--- config.mk ---
export PLATFORM = sky130hd
export DESIGN_NAME = instruction_fetch
export DESIGN_NICKNAME = d
export VERILOG_FILES = /design/src/rtl/instruction_fetch.sv
export SDC_FILE = /design/constraint.sdc
export NUM_CORES = 1
export LEC_CHECK = 0
export CAP_MARGIN = 20
export CORE_MARGIN = 10
export CORE_UTILIZATION = 45
export CTS_CLUSTER_DIAMETER = 100
export CTS_CLUSTER_SIZE = 12
export DETAILED_ROUTE_END_ITERATION = 10
export DONT_BUFFER_PORTS = 1
export GPL_TIMING_DRIVEN = 1
export PLACE_DENSITY_LB_ADDON = 0.08
export SYNTH_ARGS = -nofsm -noshare
export SYNTH_HDL_FRONTEND = slang
export SYNTH_SLANG_ARGS = --single-unit
--- constraint.sdc ---
create_clock -name clock -period 3.1 [get_ports clock]
set_clock_uncertainty 0.15 [all_clocks]
set_input_delay 0.465 -clock clock [delete_from_list [all_inputs] [get_ports clock]]
set_output_delay 0.465 -clock clock [all_outputs]
set_load 0.005 [all_outputs]
--- src/rtl/instruction_fetch.sv ---
// rv32i fetch stage: owns the PC, keeps one instruction read in flight and
// buffers returned words with their PCs in a 2-entry queue for decode.
module instruction_fetch #(
    parameter logic [31:0] RESET_PC = 32'h0000_0000
) (
    input  logic        clock,
    input  logic        reset_n,
    input  logic        enable,
    input  logic        redirect_valid,
    input  logic [31:0] redirect_pc,
    output logic        memory_request_valid,
    input  logic        memory_request_ready,
    output logic [31:0] memory_address,
    input  logic        memory_response_valid,
    input  logic [31:0] memory_response_data,
    output logic        instruction_valid,
    input  logic        instruction_ready,
    output logic [31:0] instruction,
    output logic [31:0] instruction_pc
);

    typedef enum logic [1:0] {IDLE, REQUEST, WAIT, DROP} state_t;

    typedef struct packed {
        logic [31:0] instr;
        logic [31:0] pc;
    } fetch_entry_t;

    state_t       state, next_state;
    logic [31:0]  pc, req_pc;
    fetch_entry_t fifo_mem [2];
    logic         rd_ptr, wr_ptr;
    logic [1:0]   count, count_after;
    logic         accept, push, pop;

    assign accept      = (state == REQUEST) && memory_request_ready;
    // A response that races a redirect belongs to the old stream and is dropped.
    assign push        = (state == WAIT) && memory_response_valid && !redirect_valid;
    assign pop         = (count != 2'd0) && instruction_ready;
    assign count_after = count + {1'b0, push} - {1'b0, pop};

    always_ff @(posedge clock or negedge reset_n) begin
        if (!reset_n) state <= IDLE;
        else          state <= next_state;
    end

    always_comb begin
        next_state = state;
        unique case (state)
            IDLE: begin
                // Nothing is outstanding here, so credit is just queue space.
                if (!redirect_valid && enable && count != 2'd2) next_state = REQUEST;
            end
            REQUEST: begin
                if (memory_request_ready) next_state = redirect_valid ? DROP : WAIT;
            end
            WAIT: begin
                if (redirect_valid)
                    next_state = memory_response_valid ? IDLE : DROP;
                else if (memory_response_valid)
                    next_state = (enable && count_after != 2'd2) ? REQUEST : IDLE;
            end
            DROP: begin
                if (memory_response_valid) next_state = IDLE;
            end
            default: next_state = IDLE;
        endcase
    end

    always_ff @(posedge clock or negedge reset_n) begin
        if (!reset_n) begin
            pc     <= {RESET_PC[31:2], 2'b00};
            req_pc <= '0;
        end else begin
            // A redirect wins even over an accepted request, so no +4 then.
            if (redirect_valid)  pc <= {redirect_pc[31:2], 2'b00};
            else if (accept)     pc <= pc + 32'd4;
            if (accept)          req_pc <= pc;
        end
    end

    always_ff @(posedge clock or negedge reset_n) begin
        if (!reset_n) begin
            for (int i = 0; i < 2; i++) fifo_mem[i] <= '0;
            rd_ptr <= 1'b0;
            wr_ptr <= 1'b0;
            count  <= 2'd0;
        end else if (redirect_valid) begin
            rd_ptr <= 1'b0;
            wr_ptr <= 1'b0;
            count  <= 2'd0;
        end else begin
            if (push) begin
                fifo_mem[wr_ptr] <= '{instr: memory_response_data, pc: req_pc};
                wr_ptr           <= ~wr_ptr;
            end
            if (pop) rd_ptr <= ~rd_ptr;
            count <= count_after;
        end
    end

    always_comb begin
        memory_request_valid = (state == REQUEST);
        memory_address       = pc;
        instruction_valid    = (count != 2'd0);
        instruction          = fifo_mem[rd_ptr].instr;
        instruction_pc       = fifo_mem[rd_ptr].pc;
    end

endmodule
# After elaboration in Yosys (flattened, before gate mapping)
# Cells that the tools add are included.
dict set report totals {
  register_bits 198
  inputBits 71
  output_inout_bits 98
  word_cells 68
}
dict set report classes {
  add_sub_neg 3
  n_lt_le_gt_ge 3
  n_eq_ne 9
  n_mux 22
  bitwise 5
  n_reduce_logical 16
}
# op count
set ops {}
lappend ops {{64-bit two-way mux} 4}
lappend ops {{128-bit bitwise mux} 1}
lappend ops {{64-bit demux with 1-bit select} 1}
lappend ops {{32-bit two-way mux} 2}
lappend ops {{32-bit by 3-bit adder with 32-bit output, second input constant} 1}
lappend ops {{2-bit two-way mux} 7}
lappend ops {{1-bit logical AND} 8}
lappend ops {{2-bit inequality test, second input constant} 4}
lappend ops {{2-bit case mux with 4 select lines} 1}
lappend ops {{2-bit nonzero test} 4}
lappend ops {{1-bit two-way mux} 6}
lappend ops {{2-bit == test, second input constant} 2}
lappend ops {{2-bit greater-or-equal comparator, second input constant} 2}
lappend ops {{1-bit inverter with 2-bit output} 2}
lappend ops {{4-bit AND reduction} 1}
lappend ops {{3-bit inequality test, second input constant} 1}
lappend ops {{1-bit inverter} 3}
lappend ops {{2-bit by 1-bit adder with 2-bit output} 1}
lappend ops {{2-bit by 1-bit == test with 1-bit output, second input constant} 1}
lappend ops {{2-bit zero test} 1}
lappend ops {{2-bit by 1-bit less-than comparator with 1-bit output, second input constant} 1}
lappend ops {{2-bit by 1-bit inequality test with 1-bit output, second input constant} 1}
lappend ops {{2-bit AND reduction} 1}
lappend ops {{2-bit by 1-bit subtractor with 2-bit output} 1}
lappend ops {{1-bit zero test} 1}

# Longest topological paths before layout
# Gate-level depths: netlist of the first run.
dict set report logic_depth {
  word_depth 11
  mapped_depth 10
  mapped_depth_nobuf 10
}

# Least setup slack after synthesis of the first run
# Ideal clock, no wire load.
dict set report synth_path {
  path_type {register to register}
  startpoint {register pc[7], in the netlist memory_address[7]}
  endpoint {register pc[31], in the netlist memory_address[31]}
  setup_ns 0.082
  t_arrival_ns 2.202
  required_time_ns 2.868
  setup_slack_ns 0.666
  stages_incl_launch_ff 7
  path_buffers 1
  synth_period_minus_slack_ns 2.434
  cell_sequence {dfrtp_1 -> nand3_2 -> or4_1 -> buf_2 -> or4_4 -> or3_1 -> a31oi_1}
}
dict set report synth_via {
  elab_chain_len 3
}
# item line_no
set synth_rtl {}
lappend synth_rtl {{start: declaration} 30} ;# logic [31:0] pc, req_pc;
lappend synth_rtl {{start signal: assignment} 72} ;# pc <= {RESET_PC[31:2], 2'b00};
lappend synth_rtl {{start signal: assignment} 76} ;# if (redirect_valid) pc <= {redirect_pc[31:2], 2'b00};
lappend synth_rtl {{start signal: assignment} 77} ;# else if (accept) pc <= pc + 32'd4;
lappend synth_rtl {{32-bit by 3-bit adder with 32-bit output} 77}
lappend synth_rtl {{32-bit two-way mux} 77}
lappend synth_rtl {{32-bit two-way mux} 76}
# No other way between the ends. The select of a mux whose other input is x is not followed.
# A chain may end at the register's enable or synchronous reset.

# Worst setup path after layout of the first run
# Same ends and word-level chain as after synthesis.

==> flow_summary.toml, run 1 <==
[run_status]
status = "finished, violations left"
violations = "negative hold slack"

[grt]
grt_max_degree = 191
grt_overflow = 0
grt_pass1_wl_mm = 30.1
grt_pass1_vias = 5372
grt.total_usage_pct = 15.6
antenna_found_initial = 0

[worst_setup_path]
r2r_slack_ns = 0.42
r2r-start = "memory_address[7]$_DFFE_PN0N_"
worstSetupEndpointType = "flop"
path_max_fanout = 7
reg2reg_to = "memory_address[31]$_DFFE_PN0N_"
reg2reg_depth = 5
start_kind = "flop"
crit_type = "reg2reg"
crit_arrival_ns = 2.87
crit_required_ns = 3.29

[power_and_ir_drop]
p_sw_uw = 2420
power_frac_seq_pct = 45.9
power_leakage_uw = 0.00441
p_per_area_nw_per_um2 = 897
combPwrFrac_pct = 24.4
switching_share_pct = 28.4
vdd_drop_max_v = 0.000407
p_int_uw = 6120
clkPwrFrac_pct = 29.7

[die]
start_util_pct = 45.4
die_y_um = 157
std_cell_rows = 50
die_x_um = 157
ios = 169
core_um2 = 18600
design.die.area_um2 = 24600

[sta]
setup_slack_ns = 0.422
finalSetupViolations = 0
rsz0062_at_grt = "no"
fin_hold_ws_ns = -0.413
period_needed_ns = 2.68
slew_headroom_pct = 58.3
tightest_slew_ns = 0.626
setup_tns_ns = 0
finalHoldViolCount = 190
final.period_utilization_pct = 86.4
max_freq_mhz = 373
drv_slew = 0

[logic_synthesis]
netlist_area_um2 = 8440
synth_async_sr_flop_share_pct = 100
yosys_warnings = 0
synth-seq-cells = 190
synth_edf_count = 0
netlist_instances = 689
ys.flop_type = "dfrtp_1"
syn_area_per_cell_um2 = 12.2
ys_types = 38
ys_seq_area_share_pct = 56.3

[final_layout]
antennaDiodeCount = 0
fin_area_um2 = 9520
drive_gt1_share_pct = 33.4
mostFrequentLayoutCell = "dfrtp_1"
n_fill_cell = 1641
nets = 768
area_growth_pct = 12.8
fin_cells = 941
mostFrequentLayoutCells = "dfrtp_1, mux2_2, nand2_1"

[clock_tree]
cts_buffers = 17
cts_resized = 0
cts_setup_buffers = 0
htree_levels = 4
cts.sink_count = 190
cts_buffer_depth = 2
tritoncts = "done"
insertion_delay_ns = 0.42
path_clk_slew_ns = 0.07
clockRootBuffer = "clkbuf_16"
cts_hold_buf = 11

[route]
viasPerCell = 5.44
totalWireLength_mm = 18.9
drt_iter0_markers = 220
firstDrtPassIters = 4
route.detailed.drc = 0
vias = 5117
wl_per_cell_um = 20.1
ant_nets = 0

[run]
maxCapViolations = 0

[worst_hold_path]
hp-class = "in2async"

[placed_design]
io_buffer_count = 0
post-dp-hpwl_mm = 12.9
dp_cells = 898
place_congestion = 0.819
place_area_um2 = 8710
dp_slack_ns = 0.441
==> cells in the mapped netlist (3+ instances only) <==
master | count | area share [%]
nor4_1 | 7 | 0.52
xor2_1 | 10 | 1.0
nand2_1 | 128 | 5.7
clkbuf_1 | 30 | 1.3
nor2_1 | 13 | 0.58
and3_1 | 6 | 0.44
nor3_1 | 5 | 0.30
and2_1 | 3 | 0.22
or4_1 | 3 | 0.27
inv_1 | 6 | 0.27
ha_1 | 3 | 0.44
nand3_1 | 11 | 0.65
nand4_1 | 5 | 0.37
mux2_2 | 188 | 25
buf_4 | 4 | 0.36
xnor2_1 | 21 | 2.2
o21ai_0 | 30 | 1.8
dfrtp_1 | 190 | 56
buf_1 | 3 | 0.13
or3_1 | 3 | 0.22
nor2b_1 | 3 | 0.22
==> flip-flops by register name, indices dropped and copies added, names as in the netlist <==
register        flops
memory_address     30
wr_ptr              1
req_pc             30
fifo_mem          124
rd_ptr              1
count               2
state               2
==> cell type report <==
cell class / instances / area, µm² / share of cell area, %
clock buffers: 19 / 433 / 4.55
clock inverters: 13 / 258 / 2.71
inverters: 6 / 22.5 / 0.237
multi-input cells: 458 / 3530 / 37.1
flip-flops and latches: 190 / 4760 / 50.0
well taps: 234 / 293 / 3.08
repair buffers: 21 / 220 / 2.31
==> power by group through the flow <==
stage	registers (µW)	logic, µW	clock network [µW]
after floorplan	3730	1730	0
after global placement	3920	2080	0
after detailed placement	3990	2110	0
after CTS	3940	2150	2600
after global routing	4060	2300	2710
final	3920	2090	2540
==> critical path: stages, from the launching register on <==
cell,delay (ns)
dfrtp_1,0.48
nand3_2,0.18
or4_1,0.70
or4_4,0.56
or3_1,0.35
a31oi_1,0.17
==> kinds of logic after synthesis <==
group,Yosys count,synth area share [%]
buf+inv,44,2.15
xor+xnor,31,3.22
other cells,1,0.0444
compound gates,34,2.11
mux,189,25.2
fa+ha+maj,3,0.445
simple gates,197,10.5
flops,190,56.3
==> worst max-delay path by stage <==
| stage | startpoint | end | slack [ns] | cells past startpoint |
|---|---|---|---|---|
| 2_1_floorplan | memory_address[7]$_DFFE_PN0N_ | memory_address[31]$_DFFE_PN0N_ | 0.67 | 6 |
| 3_3_place_gp | state[1]$_DFFE_PN0P_ | memory_address[31]$_DFFE_PN0N_ | 0.49 | 5 |
| 3_5_place_dp | memory_address[7]$_DFFE_PN0N_ | memory_address[31]$_DFFE_PN0N_ | 0.44 | 5 |
| 4_1_cts | memory_address[7]$_DFFE_PN0N_ | memory_address[31]$_DFFE_PN0N_ | 0.42 | 5 |
| 5_1_grt | memory_address[7]$_DFFE_PN0N_ | memory_address[31]$_DFFE_PN0N_ | 0.28 | 5 |
| 6_report | memory_address[7]$_DFFE_PN0N_ | memory_address[31]$_DFFE_PN0N_ | 0.42 | 5 |
==> metrics by stage <==
step           total power, µW  util, %
2_1_floorplan             5460        -
3_3_place_gp              6000     46.9
3_5_place_dp              6100     46.9
4_1_cts                   8680     51.2
5_1_grt                   9070     51.2
6_report                  8540     51.2
==> metal layers <==
metal  vias up  GRT usage, %  part of all wire [%]
met5         -             0                     0
met4         0          4.04                  0.70
met3         7          7.26                    11
met2       158          23.1                    45
met1      2571          20.2                    44
li1       2381             -                     -
No activity file was read; power rests on OpenSTA's default activity.
==> run 2, diff against run 1 <==
- CTS_BUF_LIST: not set -> sky130_fd_sc_hd__clkbuf_2
==> run 2 against run 1 <==
  * Via count grew 4.2%
  * Core utilization grew 1.5 points
  * The run still ends with negative hold slack left
  * Sequential share of layout area shrank 1.4 points
  * Highest routed layer unchanged
  * Clock power shrank 36%
  * Combinational power grew 5%
  * Global-route usage grew 0.32 points
  * Largest power group unchanged
  * First-iteration DRC count grew 5.5%
  * Critical path type is now in2reg
  * Critical path depth grew 7
==> flow_summary.toml, run 2 (synthesized netlist as in run 1, its figures left out) <==
[run_status]
status = "finished, violations left"
violations = "negative hold slack"

[route]
drt_iter0_markers = 232
met3_length_mm = 1.74
firstDrtPassIters = 4
top_layer = "met4"
wirelength_met1_mm = 8.58
totalWireLength_mm = 19.2
vias = 5332
wl_met2_mm = 8.71
route.detailed.drc = 0
wl_per_cell_um = 19.2
ant_nets = 0
viasPerCell = 5.32

[sta]
slew_headroom_pct = 60.1
max_freq_mhz = 347
drv_slew = 0
tightest_slew_ns = 0.598
period_needed_ns = 2.89
setup_tns_ns = 0
rsz0062_at_grt = "no"
final.period_utilization_pct = 93.1
finalSetupViolations = 0
fin_hold_ws_ns = -0.772
finalHoldViolCount = 190

[die]
die_x_um = 157
die_y_um = 157
core_um2 = 18600
ios = 169
start_util_pct = 45.4
std_cell_rows = 50
design.die.area_um2 = 24600

[power_and_ir_drop]
vdd_drop_max_v = 0.000264
power_leakage_uw = 0.00453
p_total_uw = 7720
p_per_area_nw_per_um2 = 787

[final_layout]
drive_gt1_share_pct = 31.3
multi_input_area_um2 = 3540
largest_reg_flops = 124
fin_cells = 1003
n_fill_cell = 1611
mostFrequentLayoutCells = "mux2_2, dfrtp_1, nand2_1"
area_growth_pct = 16.1
final_util_pct = 52.7
regArea_um2 = 4760
nets = 829
regMostFlops = "fifo_mem"

[placed_design]
place_congestion = 0.819
post-dp-hpwl_mm = 12.9
dp_cells = 898
io_buffer_count = 0

[grt]
grt_pass1_wl_mm = 31.0
grt_max_degree = 191
grt.total_usage_pct = 15.9
grt_overflow = 0
antenna_found_initial = 1
grt_pass1_vias = 5679

[worst_setup_path]
worstSetupEndpointType = "flop"
reg2reg_depth = 10
crit_required_ns = 3.59
path_cells = "dlygate4sd3_1 -> buf_12 -> inv_1 -> nand2_1 -> ha_1 -> inv_1 -> ha_1 -> xor2_1 -> xnor2_1 -> nor3b_1 -> o22ai_1 -> dlygate4sd3_1"
slowest_stage = "dlygate4sd3_1"
reg2reg_to = "state[0]$_DFFE_PN0P_"
path_buf_inv = 5
r2r_slack_ns = 0.23
crit_arrival_ns = 3.37
start_kind = "input port"
path_max_fanout = 62
r2r-start = "count[1]$_DFF_PN0_"
crit_type = "in2reg"
cp_top_family = "buffers and inverters"
cpPeakStageDelay_ns = 0.59

[clock_tree]
htree_levels = 4
cts.sink_count = 190
cts_hold_buf = 72
insertion_delay_ns = 0.75
clockRootBuffer = "clkbuf_2"
path_clk_slew_ns = 0.24
cts_buffer_depth = 2
cts_buffers = 17
tritoncts = "done"

[run]
maxCapViolations = 0

[worst_hold_path]
hp-class = "in2async"
run 2: changes by cell type in the layout (fill, tap and decap cells not counted), sizes merged:
| cell | change |
|---|---|
| dlygate4sd3 | +61 |
| diode | +1 |
run 2: how the worst max path moves through the flow:
| stage | depth (start not counted) | from | slack (ns) | to |
|---|---|---|---|---|
| 2_1_floorplan | 6 | memory_address[7]$_DFFE_PN0N_ | 0.67 | memory_address[31]$_DFFE_PN0N_ |
| 3_5_place_dp | 5 | memory_address[7]$_DFFE_PN0N_ | 0.44 | memory_address[31]$_DFFE_PN0N_ |
| 5_1_grt | 11 | state[1]$_DFFE_PN0P_ | 0.07 | state[0]$_DFFE_PN0P_ |
| 3_3_place_gp | 5 | state[1]$_DFFE_PN0P_ | 0.49 | memory_address[31]$_DFFE_PN0N_ |
| 4_1_cts | 2 | rd_ptr$_DFFE_PN0P_ | 0.06 | instruction[12] |
| 6_report | 12 | redirect_valid | 0.21 | state[0]$_DFFE_PN0P_ |
run 2: metrics by stage:
step / cell area [µm²] / worst slack [ns]
after floorplan: 8450 / 0.666
after global placement: 8710 / 0.489
after detailed placement: 8710 / 0.441
after CTS: 9790 / 0.0576
after global routing: 9800 / 0.0659
final: 9800 / 0.215
run 2: routing by layer:
layer  GRT usage, %  up-vias
met4           4.45        0
met1           20.8     2653
li1               -     2508
met2           24.1      154
met3           6.09       17
met5              0        -
run 2: layout make-up:
| type | count | share of cell area (%) |
|---|---|---|
| Clock inverter | 13 | 2.63 |
| Clock buffer | 19 | 0.971 |
| Tap cell | 234 | 2.99 |
| Sequential cell | 190 | 48.6 |
| Inverter | 6 | 0.230 |
| Timing Repair Buffer | 82 | 8.48 |
| Multi-Input combinational cell | 458 | 36.1 |
| Antenna cell | 1 | 0.0255 |
run 2: worst register-to-register path, cell delays in order, from the launching register on:
cell and delay, ns:
dfrtp_1 0.46, or2_2 0.35, and2_1 0.20, ha_1 0.28
inv_1 0.04, ha_1 0.17, xor2_1 0.15, xnor2_1 0.15
nor3b_1 0.18, o22ai_1 0.11, dlygate4sd3_1 0.56
run 2: power breakdown:
group	total, µW	leakage [µW]	switching, µW	internal, µW
clock	1620	0.000200	835	786
sequential	3910	0.00245	583	3330
combinational	2190	0.00188	946	1240
run 2: timing repair:
item	in CTS	in global routing
endpoints found under the hold margin	300	190
setup endpoints to repair	0	6
gates resized for setup	0	3
buffers inserted	0	0
